`src/rtl/uart_pkg.sv`:
```
// -----------------------------------------------------------------------------
// uart_pkg
// Shared UART definitions: default line parameters, the transmit framing
// state encoding and the bit-period divider helper. Imported by uart_tx_fifo
// and reused by the receive side.
// -----------------------------------------------------------------------------
package uart_pkg;

   localparam int DEFAULT_CLK_HZ = 100_000_000;
   localparam int DEFAULT_BAUD   = 115_200;

   typedef enum logic [1:0] {
      IDLE  = 2'd0,
      START = 2'd1,
      DATA  = 2'd2,
      STOP  = 2'd3
   } tx_state_t;

   // Bit period in clock cycles, integer-truncated.
   function automatic int calc_div(input int clk_hz, input int baud);
      return clk_hz / baud;
   endfunction

endpackage

```
`src/rtl/uart_tx_fifo_sync_fifo.sv`:
```
// -----------------------------------------------------------------------------
// sync_fifo
// Single-clock FIFO with registered storage and a first-word-fall-through
// head: o_head always shows the oldest entry while o_empty is low.
// Ports:
//   clk, rst_n   clock, asynchronous active-low reset
//   i_push       write i_data (taken when not full, or when popping in the
//                same cycle)
//   i_data       write data
//   i_pop        discard the head entry (ignored when empty)
//   o_head       oldest entry
//   o_count      number of stored entries, 0..DEPTH
//   o_full       o_count == DEPTH
//   o_empty      o_count == 0
// -----------------------------------------------------------------------------
module sync_fifo #(
   parameter int WIDTH = 8,
   parameter int DEPTH = 16
)(
   input  logic                     clk,
   input  logic                     rst_n,
   input  logic                     i_push,
   input  logic [WIDTH-1:0]         i_data,
   input  logic                     i_pop,
   output logic [WIDTH-1:0]         o_head,
   output logic [$clog2(DEPTH):0]   o_count,
   output logic                     o_full,
   output logic                     o_empty
);

   localparam int AW = $clog2(DEPTH);

   logic [WIDTH-1:0] r_mem [DEPTH];
   logic [AW-1:0]    r_wr_ptr;
   logic [AW-1:0]    r_rd_ptr;
   logic [AW:0]      r_count;
   logic             w_push_ok;
   logic             w_pop_ok;

   // A simultaneous pop frees a slot, so a push is legal even when full.
   assign w_push_ok = i_push & (~o_full | i_pop);
   assign w_pop_ok  = i_pop & ~o_empty;

   assign o_head  = r_mem[r_rd_ptr];
   assign o_count = r_count;
   assign o_full  = (r_count == (AW+1)'(DEPTH));
   assign o_empty = (r_count == (AW+1)'(0));

   // Storage write; contents need no reset since the count gates reads.
   always_ff @(posedge clk) begin
      if (w_push_ok) begin
         r_mem[r_wr_ptr] <= i_data;
      end
   end

   // Pointer and occupancy tracking; pointers wrap because DEPTH is 2^AW.
   always_ff @(posedge clk or negedge rst_n) begin
      if (!rst_n) begin
         r_wr_ptr <= '0;
         r_rd_ptr <= '0;
         r_count  <= '0;
      end else begin
         if (w_push_ok) begin
            r_wr_ptr <= r_wr_ptr + AW'(1);
         end
         if (w_pop_ok) begin
            r_rd_ptr <= r_rd_ptr + AW'(1);
         end
         case ({w_push_ok, w_pop_ok})
            2'b10:   r_count <= r_count + (AW+1)'(1);
            2'b01:   r_count <= r_count - (AW+1)'(1);
            default: r_count <= r_count;
         endcase
      end
   end

endmodule

```
`src/rtl/uart_tx_fifo.sv`:
```
// -----------------------------------------------------------------------------
// uart_tx_fifo
// Buffered 8-N-1 / 8-N-2 UART transmitter. Bytes enter a FIFO over a
// valid/ready handshake and are shifted out LSB-first; queued frames follow
// each other with no idle gap.
// Ports:
//   clk         system clock, rising edge
//   rst_n       asynchronous active-low reset
//   in_valid    producer has a byte on in_data
//   in_data     byte to send
//   in_ready    FIFO can accept (combinational from the level)
//   tx          serial line, registered, idles high
//   busy        FIFO non-empty or frame in progress (registered)
//   fifo_level  bytes queued, excluding the one being shifted
// -----------------------------------------------------------------------------
module uart_tx_fifo
   import uart_pkg::*;
#(
   parameter int CLK_HZ     = DEFAULT_CLK_HZ,
   parameter int BAUD       = DEFAULT_BAUD,
   parameter int FIFO_DEPTH = 16,
   parameter int STOP_BITS  = 1
)(
   input  logic                          clk,
   input  logic                          rst_n,
   input  logic                          in_valid,
   input  logic [7:0]                    in_data,
   output logic                          in_ready,
   output logic                          tx,
   output logic                          busy,
   output logic [$clog2(FIFO_DEPTH):0]   fifo_level
);

   localparam int             DIV           = calc_div(CLK_HZ, BAUD);
   localparam int             CW            = (DIV > 1) ? $clog2(DIV) : 1;
   localparam logic [CW-1:0]  BAUD_RELOAD   = CW'(DIV - 1);
   localparam logic [2:0]     LAST_DATA_BIT = 3'd7;
   localparam logic [2:0]     LAST_STOP_BIT = 3'(STOP_BITS - 1);

   tx_state_t                 r_state;
   tx_state_t                 w_state_nxt;
   logic [CW-1:0]             r_baud;
   logic [CW-1:0]             w_baud_nxt;
   logic [2:0]                r_bit;
   logic [2:0]                w_bit_nxt;
   logic [7:0]                r_shift;
   logic [7:0]                w_shift_nxt;
   logic                      r_tx;
   logic                      w_tx_nxt;
   logic                      r_busy;
   logic                      w_busy_nxt;

   logic                      w_push;
   logic                      w_pop;
   logic [7:0]                w_head;
   logic [$clog2(FIFO_DEPTH):0] w_count;
   logic                      w_full;
   logic                      w_empty;

   assign in_ready   = ~w_full;
   assign w_push     = in_valid & in_ready;
   assign tx         = r_tx;
   assign busy       = r_busy;
   assign fifo_level = w_count;

   sync_fifo #(
      .WIDTH (8),
      .DEPTH (FIFO_DEPTH)
   ) u_fifo (
      .clk     (clk),
      .rst_n   (rst_n),
      .i_push  (w_push),
      .i_data  (in_data),
      .i_pop   (w_pop),
      .o_head  (w_head),
      .o_count (w_count),
      .o_full  (w_full),
      .o_empty (w_empty)
   );

   // Framing FSM state, baud/bit counters, shifter and registered outputs.
   always_ff @(posedge clk or negedge rst_n) begin
      if (!rst_n) begin
         r_state <= IDLE;
         r_baud  <= '0;
         r_bit   <= 3'd0;
         r_shift <= 8'h00;
         r_tx    <= 1'b1;
         r_busy  <= 1'b0;
      end else begin
         r_state <= w_state_nxt;
         r_baud  <= w_baud_nxt;
         r_bit   <= w_bit_nxt;
         r_shift <= w_shift_nxt;
         r_tx    <= w_tx_nxt;
         r_busy  <= w_busy_nxt;
      end
   end

   // Next-state logic. tx is computed one cycle ahead so that the registered
   // line changes on the same edge as the state it belongs to.
   always_comb begin
      w_state_nxt = r_state;
      w_baud_nxt  = r_baud;
      w_bit_nxt   = r_bit;
      w_shift_nxt = r_shift;
      w_tx_nxt    = r_tx;
      w_pop       = 1'b0;

      case (r_state)
         IDLE: begin
            w_tx_nxt = 1'b1;
            if (!w_empty) begin
               w_pop       = 1'b1;
               w_shift_nxt = w_head;
               w_baud_nxt  = BAUD_RELOAD;
               w_bit_nxt   = 3'd0;
               w_tx_nxt    = 1'b0;
               w_state_nxt = START;
            end else begin
               w_state_nxt = IDLE;
            end
         end

         START: begin
            if (r_baud == '0) begin
               w_baud_nxt  = BAUD_RELOAD;
               w_bit_nxt   = 3'd0;
               w_tx_nxt    = r_shift[0];
               w_state_nxt = DATA;
            end else begin
               w_baud_nxt  = r_baud - CW'(1);
            end
         end

         DATA: begin
            if (r_baud == '0) begin
               w_baud_nxt = BAUD_RELOAD;
               if (r_bit == LAST_DATA_BIT) begin
                  w_bit_nxt   = 3'd0;
                  w_tx_nxt    = 1'b1;
                  w_state_nxt = STOP;
               end else begin
                  // Line shows shift[0]; after shifting, the next bit is the
                  // current shift[1].
                  w_bit_nxt   = r_bit + 3'd1;
                  w_shift_nxt = {1'b0, r_shift[7:1]};
                  w_tx_nxt    = r_shift[1];
               end
            end else begin
               w_baud_nxt = r_baud - CW'(1);
            end
         end

         STOP: begin
            if (r_baud == '0) begin
               w_baud_nxt = BAUD_RELOAD;
               if (r_bit == LAST_STOP_BIT) begin
                  w_bit_nxt = 3'd0;
                  // Chain straight into the next start bit when data waits.
                  if (!w_empty) begin
                     w_pop       = 1'b1;
                     w_shift_nxt = w_head;
                     w_tx_nxt    = 1'b0;
                     w_state_nxt = START;
                  end else begin
                     w_tx_nxt    = 1'b1;
                     w_state_nxt = IDLE;
                  end
               end else begin
                  w_bit_nxt = r_bit + 3'd1;
               end
            end else begin
               w_baud_nxt = r_baud - CW'(1);
            end
         end

         default: begin
            w_tx_nxt    = 1'b1;
            w_state_nxt = IDLE;
         end
      endcase
   end

   // busy covers an active frame plus anything queued, including a byte
   // arriving on this very edge.
   always_comb begin
      w_busy_nxt = (w_state_nxt != IDLE) | ~w_empty | w_push;
   end

endmodule
```
`config.mk`:
```
export PLATFORM = sky130hd
export DESIGN_NAME = uart_tx_fifo
export DESIGN_NICKNAME = d
export VERILOG_FILES = /design/src/rtl/uart_pkg.sv /design/src/rtl/uart_tx_fifo_sync_fifo.sv /design/src/rtl/uart_tx_fifo.sv
export SDC_FILE = /design/constraint.sdc
export NUM_CORES = 1
export LEC_CHECK = 0
export BUFFER_PORTS_ARGS = -buffer_cell sky130_fd_sc_hd__buf_2
export CORE_UTILIZATION = 37
export CTS_CLUSTER_DIAMETER = 100
export CTS_CLUSTER_SIZE = 24
export DETAILED_ROUTE_END_ITERATION = 12
export SETUP_SLACK_MARGIN = 0.5
export SYNTH_ARGS = -nofsm -noshare
export SYNTH_HDL_FRONTEND = slang
export SYNTH_HIERARCHICAL = 1
export SYNTH_SLANG_ARGS = --single-unit
```
`constraint.sdc`:
```
create_clock -name clk -period 6 [get_ports clk]
set_input_delay 0.3 -clock clk [delete_from_list [all_inputs] [get_ports clk]]
set_output_delay 0.3 -clock clk [all_outputs]
set_load 0.02 [all_outputs]
```
==> out/results.ini, run 1 <==
[die]
die_y_um=142
core_um2=19000
ioPinCount=19
die_w_um=142
placementRows=50
start_util_pct=38.3
die_area_um2=20300

[layout]
fin_nets=523
n_fill_cell=1740
drive_gt1_share_pct=20.6
post-route-cell-area_um2=8220
diodes=0
final_cells=766
fin_util_pct=43.2
syn_to_final_growth_pct=12.8

[drt]
dr_wl_met2_um=7090
firstDrtPassIters=5
wl_per_cell_um=18.3
drc=0
dr_wl_met3_um=434
highest_layer=met4
totalWireLength_um=14000
drtIter0Drc=278
ant_nets=0
wl_met1_um=6300
vias=3904
avgViaCountPerCell=5.10

[yosys]
synth_nets=504
synth-main-ff-cell=edfxtp_1
synth_seq_cells=166
yosysUniqueCellTypes=51
syn_area_um2=7290
syn_area_per_cell_um2=15.4
synthCells=474
yosys_warnings=6
ys_async_sr_fraction_pct=22.9
synth_edf_count=128
synth.yosys.seq_area_share_pct=65.8

[power]
design_power_total_mw=2.90
internal-power_mw=2.18
combinationalPowerShare_pct=10.9
cellPowerDensity_nw_per_um2=352
leakagePower_nw=3.10
power_frac_clock_pct=40.2
switching_share_pct=24.7
seq_power_share_pct=48.8
switching_power_mw=0.715
vdd_drop_max_v=0.000238

[worst_setup_path]
crit_slowest_cell=and4_1
arrival_ns=4.33
r2r_slack_ns=1.98
critPathKind=flip-flop to flip-flop
cp_top_family=simple AND/OR/NAND/NOR gates
end_kind=flip-flop
crit_path_frequent_cell=nor2b_1
cp-start-kind=flip-flop
cpPeakStageDelay_ns=0.51
r2r-end=u_fifo/o_count[4]
crit_required_ns=6.31
timing.rr.start=r_baud[6]
crit_fanout=10
path_buf_inv=1
reg2regPathDepth=13
crit_chain=nor4_1 > and4_1 > a31oi_1 > nor3_1 > nor2b_1 > ha_1 > inv_1 > fa_1 > nor2b_1 > o21ai_0 > nand3_1 > or3b_1 > xnor2_1

[sta]
min_period_ns=4.02
final.setup.tns_ns=0
fin_skew_ns=0.00746
worst_pin_slew_ns=0.950
timing.fmax_mhz=249
hold_slack_ns=-0.0153
hold_violations=11
max_slew_margin_pct=36.7
period_share_pct=67.0
maxSlewViolCount=0
rsz0062_at_grt=false
setup_ws_ns=1.98
finalSetupViolations=0

[placed_design]
dpl_cell_area_um2=7580
place.gp.congestion=0.772
io_buffers=18
place_ws_ns=2.02
hpwl_um=9190
dpl.cell_count=734

[grt]
grt_antenna_before_repair=0
first_global_vias=3882
grt_usage_pct=15.1
grt_max_degree=39
grt_pass1_wl_um=22000
grt_overflow=0

[status]
violations=hold timing
status=finished, violations left

[cts]
clock_sinks=166
cts_tree=built
cts_resized=0
cts_buffers=17
cts-htree-levels=4
clock_latency_ns=0.43
cts_max_path_buffers=2
path_clk_slew_ns=0.07
root_buffer=clkbuf_16
postCtsSetupRepairBufs=0
hold_buffers=0

[hold_path]
hp-class=input port to async pin

[run]
maxCapViolCount=0

metal layers:
metal  vias up  global-route usage, %
met5         -                      0
met4         0                   5.60
met3        14                   2.93
met2        62                   25.0
met1      2002                   19.6
li1       1826                      -
worst max path at each step:
stage	startpoint	endpoint	slack, ns	cells after the start
floorplan	r_baud[6]	u_fifo/o_count[4]	2.84	15
global placement	r_baud[6]	u_fifo/o_count[4]	2.24	13
detailed placement	r_baud[6]	u_fifo/o_count[4]	2.02	13
CTS	r_baud[6]	u_fifo/o_count[4]	1.99	13
global route	r_baud[6]	u_fifo/o_count[4]	1.71	13
finish	r_baud[6]	u_fifo/o_count[4]	1.98	13
kinds of logic after synthesis:
logic type	synth area share [%]
flip-flops	65.8
AND/OR/NAND/NOR	6.37
AO/OA/AOI/OAI	6.76
multiplexers	12.6
buffers and inverters	3.11
adder cells (fa/ha/maj)	3.36
XOR/XNOR	2.04
cells in the final DEF, fill, tap and decap left out, types with 4 or more instances in the layout:
master,n
bufinv_16,4
o21ai_0,28
nor3_1,5
nand2_1,27
xnor2_1,13
clkbuf_16,17
xor2_1,4
mux2_2,24
ha_1,18
nor2_1,14
a22oi_1,9
edfxtp_1,128
a221oi_1,8
a21oi_1,15
inv_1,20
mux2i_1,27
nor2b_1,5
nand3_1,4
buf_2,18
and2_1,17
mux4_2,16
dfrtp_1,36
power by group through the flow:
stage	Combinational (mW)	Sequential (mW)	Clock, mW
global placement	0.311	1.43	0
CTS	0.321	1.41	1.19
finish	0.317	1.41	1.16
detailed placement	0.320	1.44	0
global route	0.352	1.42	1.23
floorplan	0.192	1.44	0
registers in the layout, summed over array words and instances, names as in the netlist:
register and count:
r_shift 8, u_fifo/o_count 5, r_state 2, r_bit 3, tx 1, u_fifo/r_mem 128
u_fifo/r_rd_ptr 4, u_fifo/r_wr_ptr 4, busy 1, r_baud 10
synth_stat cells, drive strengths merged (3+ instances only):
cell type	count	area (µm²)
buf	13	118
nor4	4	31.3
nor3	6	41.3
mux2i	27	270
edfxtp	128	3840
and2	17	106
nor2b	5	31.3
xnor2	13	114
dfrtp	37	926
nand2	27	101
ha	18	225
a22oi	9	67.6
nor2	14	52.6
inv	21	78.8
mux2	25	285
o21a	3	30.0
nand3	4	20.0
a21oi	16	91.3
mux4	16	360
xor2	4	35.0
a221oi	8	70.1
o21ai	28	140
clkbuf	8	30.0
cell type report:
cell class / count / area, µm² / area share (%)
Timing Repair Buffer: 21 / 113 / 1.37
Sequential cell: 166 / 4800 / 58.3
Clock buffer: 17 / 425 / 5.17
Tap cell: 260 / 325 / 3.96
Inverter: 21 / 78.8 / 0.959
Clock inverter: 15 / 215 / 2.62
Multi-Input combinational cell: 266 / 2270 / 27.6
No activity file was read; power rests on OpenSTA's default activity.
==> run 2, diff against run 1 <==
ABC_AREA = 1   (was default)
clock period = 3.2 ns   (was 6 ns; I/O delays follow)
==> out/results.ini, run 2 <==
[status]
status=complete, no violations

[sta]
final.setup.tns_ns=0
timing.fmax_mhz=382
fin_skew_ns=0.00995
min_period_ns=2.62
rsz0062_at_grt=true
maxSlewViolCount=0
hold_violations=0
setup_ws_ns=0.582
period_share_pct=81.8
max_slew_margin_pct=40.4
finalSetupViolations=0
worst_pin_slew_ns=0.893

[placed_design]
place.gp.congestion=0.811
io_buffers=18
hpwl_um=11000
place_ws_ns=0.309
dpl.cell_count=1123

[layout]
final_common_cell=nand2_1
fin_nets=905
fin_util_pct=43.3
final_cells=1163
drive_gt1_share_pct=16.3
syn_to_final_growth_pct=14.1
mostFrequentLayoutCells=nand2_1, edfxtp_1, inv_1, nand3_1, nor2_1
n_fill_cell=1977
largest_reg_flops=128
diodes=0
reg.largest.list=u_fifo/r_mem x128, r_baud x10, r_shift x8
largest_register=u_fifo/r_mem

[yosys]
syn_area_per_cell_um2=9.58
yosysUniqueCellTypes=44
synth.top_cell.area_share_pct=47.9
synth.yosys.seq_area_share_pct=59.8
synthCells=838
synth-main-ff-cell=edfxtp_1
yosys_warnings=6
ys_async_sr_fraction_pct=22.9
yosys.area.top_type=edfxtp_1
synth_seq_cells=166
synth_area_leaders=edfxtp_1, nand2_1, dfrtp_1, inv_1, nand3_1
synth_common_cells=nand2_1, edfxtp_1, inv_1
synth_nets=868
synth_most_common_cell=nand2_1
syn_area_um2=8030
synth_edf_count=128

[cts]
cts_max_path_buffers=2
root_buffer=clkbuf_16
cts_tree=built
cts_buffers=17
cts-htree-levels=4
clock_sinks=166
path_clk_slew_ns=0.07
clock_latency_ns=0.43

[drt]
avgViaCountPerCell=4.68
firstDrtPassIters=5
vias=5447
drtIter0Drc=262
wl_per_cell_um=14.6
ant_nets=0
totalWireLength_um=16900
drc=0

[worst_setup_path]
arrival_ns=2.93
critPathKind=flip-flop to flip-flop
crit_required_ns=3.52
cp-start-kind=flip-flop
end_kind=flip-flop
crit_fanout=5

[grt]
grt_pass1_wl_um=27000
first_global_vias=5089
grt_usage_pct=16.2
grt_max_degree=83
grt_antenna_before_repair=0
grt_overflow=0

[power]
vdd_drop_max_v=0.000481
leakagePower_nw=3.92
cellPowerDensity_nw_per_um2=836

[die]
die_y_um=149
start_util_pct=37.9
die_area_um2=22300
core_um2=21200
ioPinCount=19
die_w_um=149
placementRows=53

[run]
maxCapViolCount=0

[hold_path]
hp-class=input port to flip-flop

run 2: changes by cell type in the layout (fill, tap and decap cells not counted), moves of 12 or more:
cell and delta:
a21oi_1 -13, and2_1 -17, buf_4 +22, inv_1 +66
inv_2 +13, mux2_2 -24, mux2i_1 -27, mux4_2 -16
nand2_1 +263, nand3_1 +61, nand3_2 +14, nor2_1 +46
nor3_1 +12, o21ai_0 -12
run 2: metrics by stage:
| step | power (mW) | hold WS (ns) | cell area [µm²] |
|---|---|---|---|
| after floorplan | 4.99 | -0.136 | 8050 |
| after global placement | 5.60 | 0.327 | 8440 |
| after detailed placement | 5.63 | 0.336 | 8440 |
| after CTS | 7.64 | 0.148 | 9080 |
| after global routing | 8.17 | 0.160 | 9150 |
| final | 7.65 | 0.154 | 9150 |
run 2: cells by family (layout without fill, tap and decap cells):
group / after synthesis / after routing / synth area share [%]
AO/OA/AOI/OAI: 38 / 38 / 2.99
XOR/XNOR: 8 / 8 / 0.873
adder cells (fa/ha/maj): 19 / 19 / 3.06
buffers and inverters: 132 / 182 / 7.58
flip-flops: 166 / 166 / 59.8
AND/OR/NAND/NOR: 475 / 475 / 25.7
run 2: timing repair:
item,in CTS,in global routing
endpoints found under the hold margin,37,0
endpoints found under the setup margin,3,131
pin swaps,6,11
resized for setup,11,13
hold buffers,1,0
buffers inserted,3,4
run 2: layout make-up:
| type | count | area [µm²] | area share [%] |
|---|---|---|---|
| Sequential cell | 166 | 4800 | 52.4 |
| Multi-Input combinational cell | 540 | 2730 | 29.9 |
| Clock buffer | 19 | 433 | 4.73 |
| Inverter | 104 | 398 | 4.35 |
| Tap cell | 275 | 344 | 3.76 |
| Timing Repair Buffer | 46 | 328 | 3.58 |
| Clock inverter | 13 | 120 | 1.31 |
run 2: worst max-delay path, stage by stage, from the launching register on:
cell     delay [ns]
dfrtp_1        0.39
inv_2          0.08
ha_4           0.14
nand2_4        0.05
nor2_4         0.11
nand3_2        0.12
nor3_2         0.12
nand2_1        0.08
a21oi_2        0.20
inv_2          0.06
nand4_4        0.09
nand2_2        0.09
ha_4           0.22
ha_4           0.22
or2_2          0.30
nand3_1        0.09
nand2_1        0.05
nand2_1        0.05
nand2_1        0.04
run 2: final timing paths:
path | startpoint | to | slack (ns) | cells past startpoint
worst max register to register | r_baud[0] | u_fifo/o_count[4] | 0.58 | 18
worst min-delay path | in_data[2] | u_fifo/r_mem[11][2] | 0.15 | 1
min in group asynchronous | rst_n | r_baud[2] | 0.38 | 2
worst max-delay path | r_baud[0] | u_fifo/o_count[4] | 0.58 | 18
max in group asynchronous | rst_n | u_fifo/r_rd_ptr[0] | 2.19 | 2
worst min register to register | r_shift[6] | r_shift[6] | 0.49 | 2
run 2: power by group:
part	total (mW)	switching [mW]	internal, mW
sequential	2.89	0.224	2.66
clock	1.92	0.842	1.08
combinational	2.84	1.87	0.969
run 2: routing by layer:
| layer | track usage (%) | vias to the layer above | share of wire (%) |
|---|---|---|---|
| li1 | - | 2776 | - |
| met1 | 21.4 | 2561 | 47 |
| met2 | 26.4 | 89 | 48 |
| met3 | 2.97 | 21 | 3.5 |
| met4 | 6.17 | 0 | 1.7 |
| met5 | 0 | - | 0 |
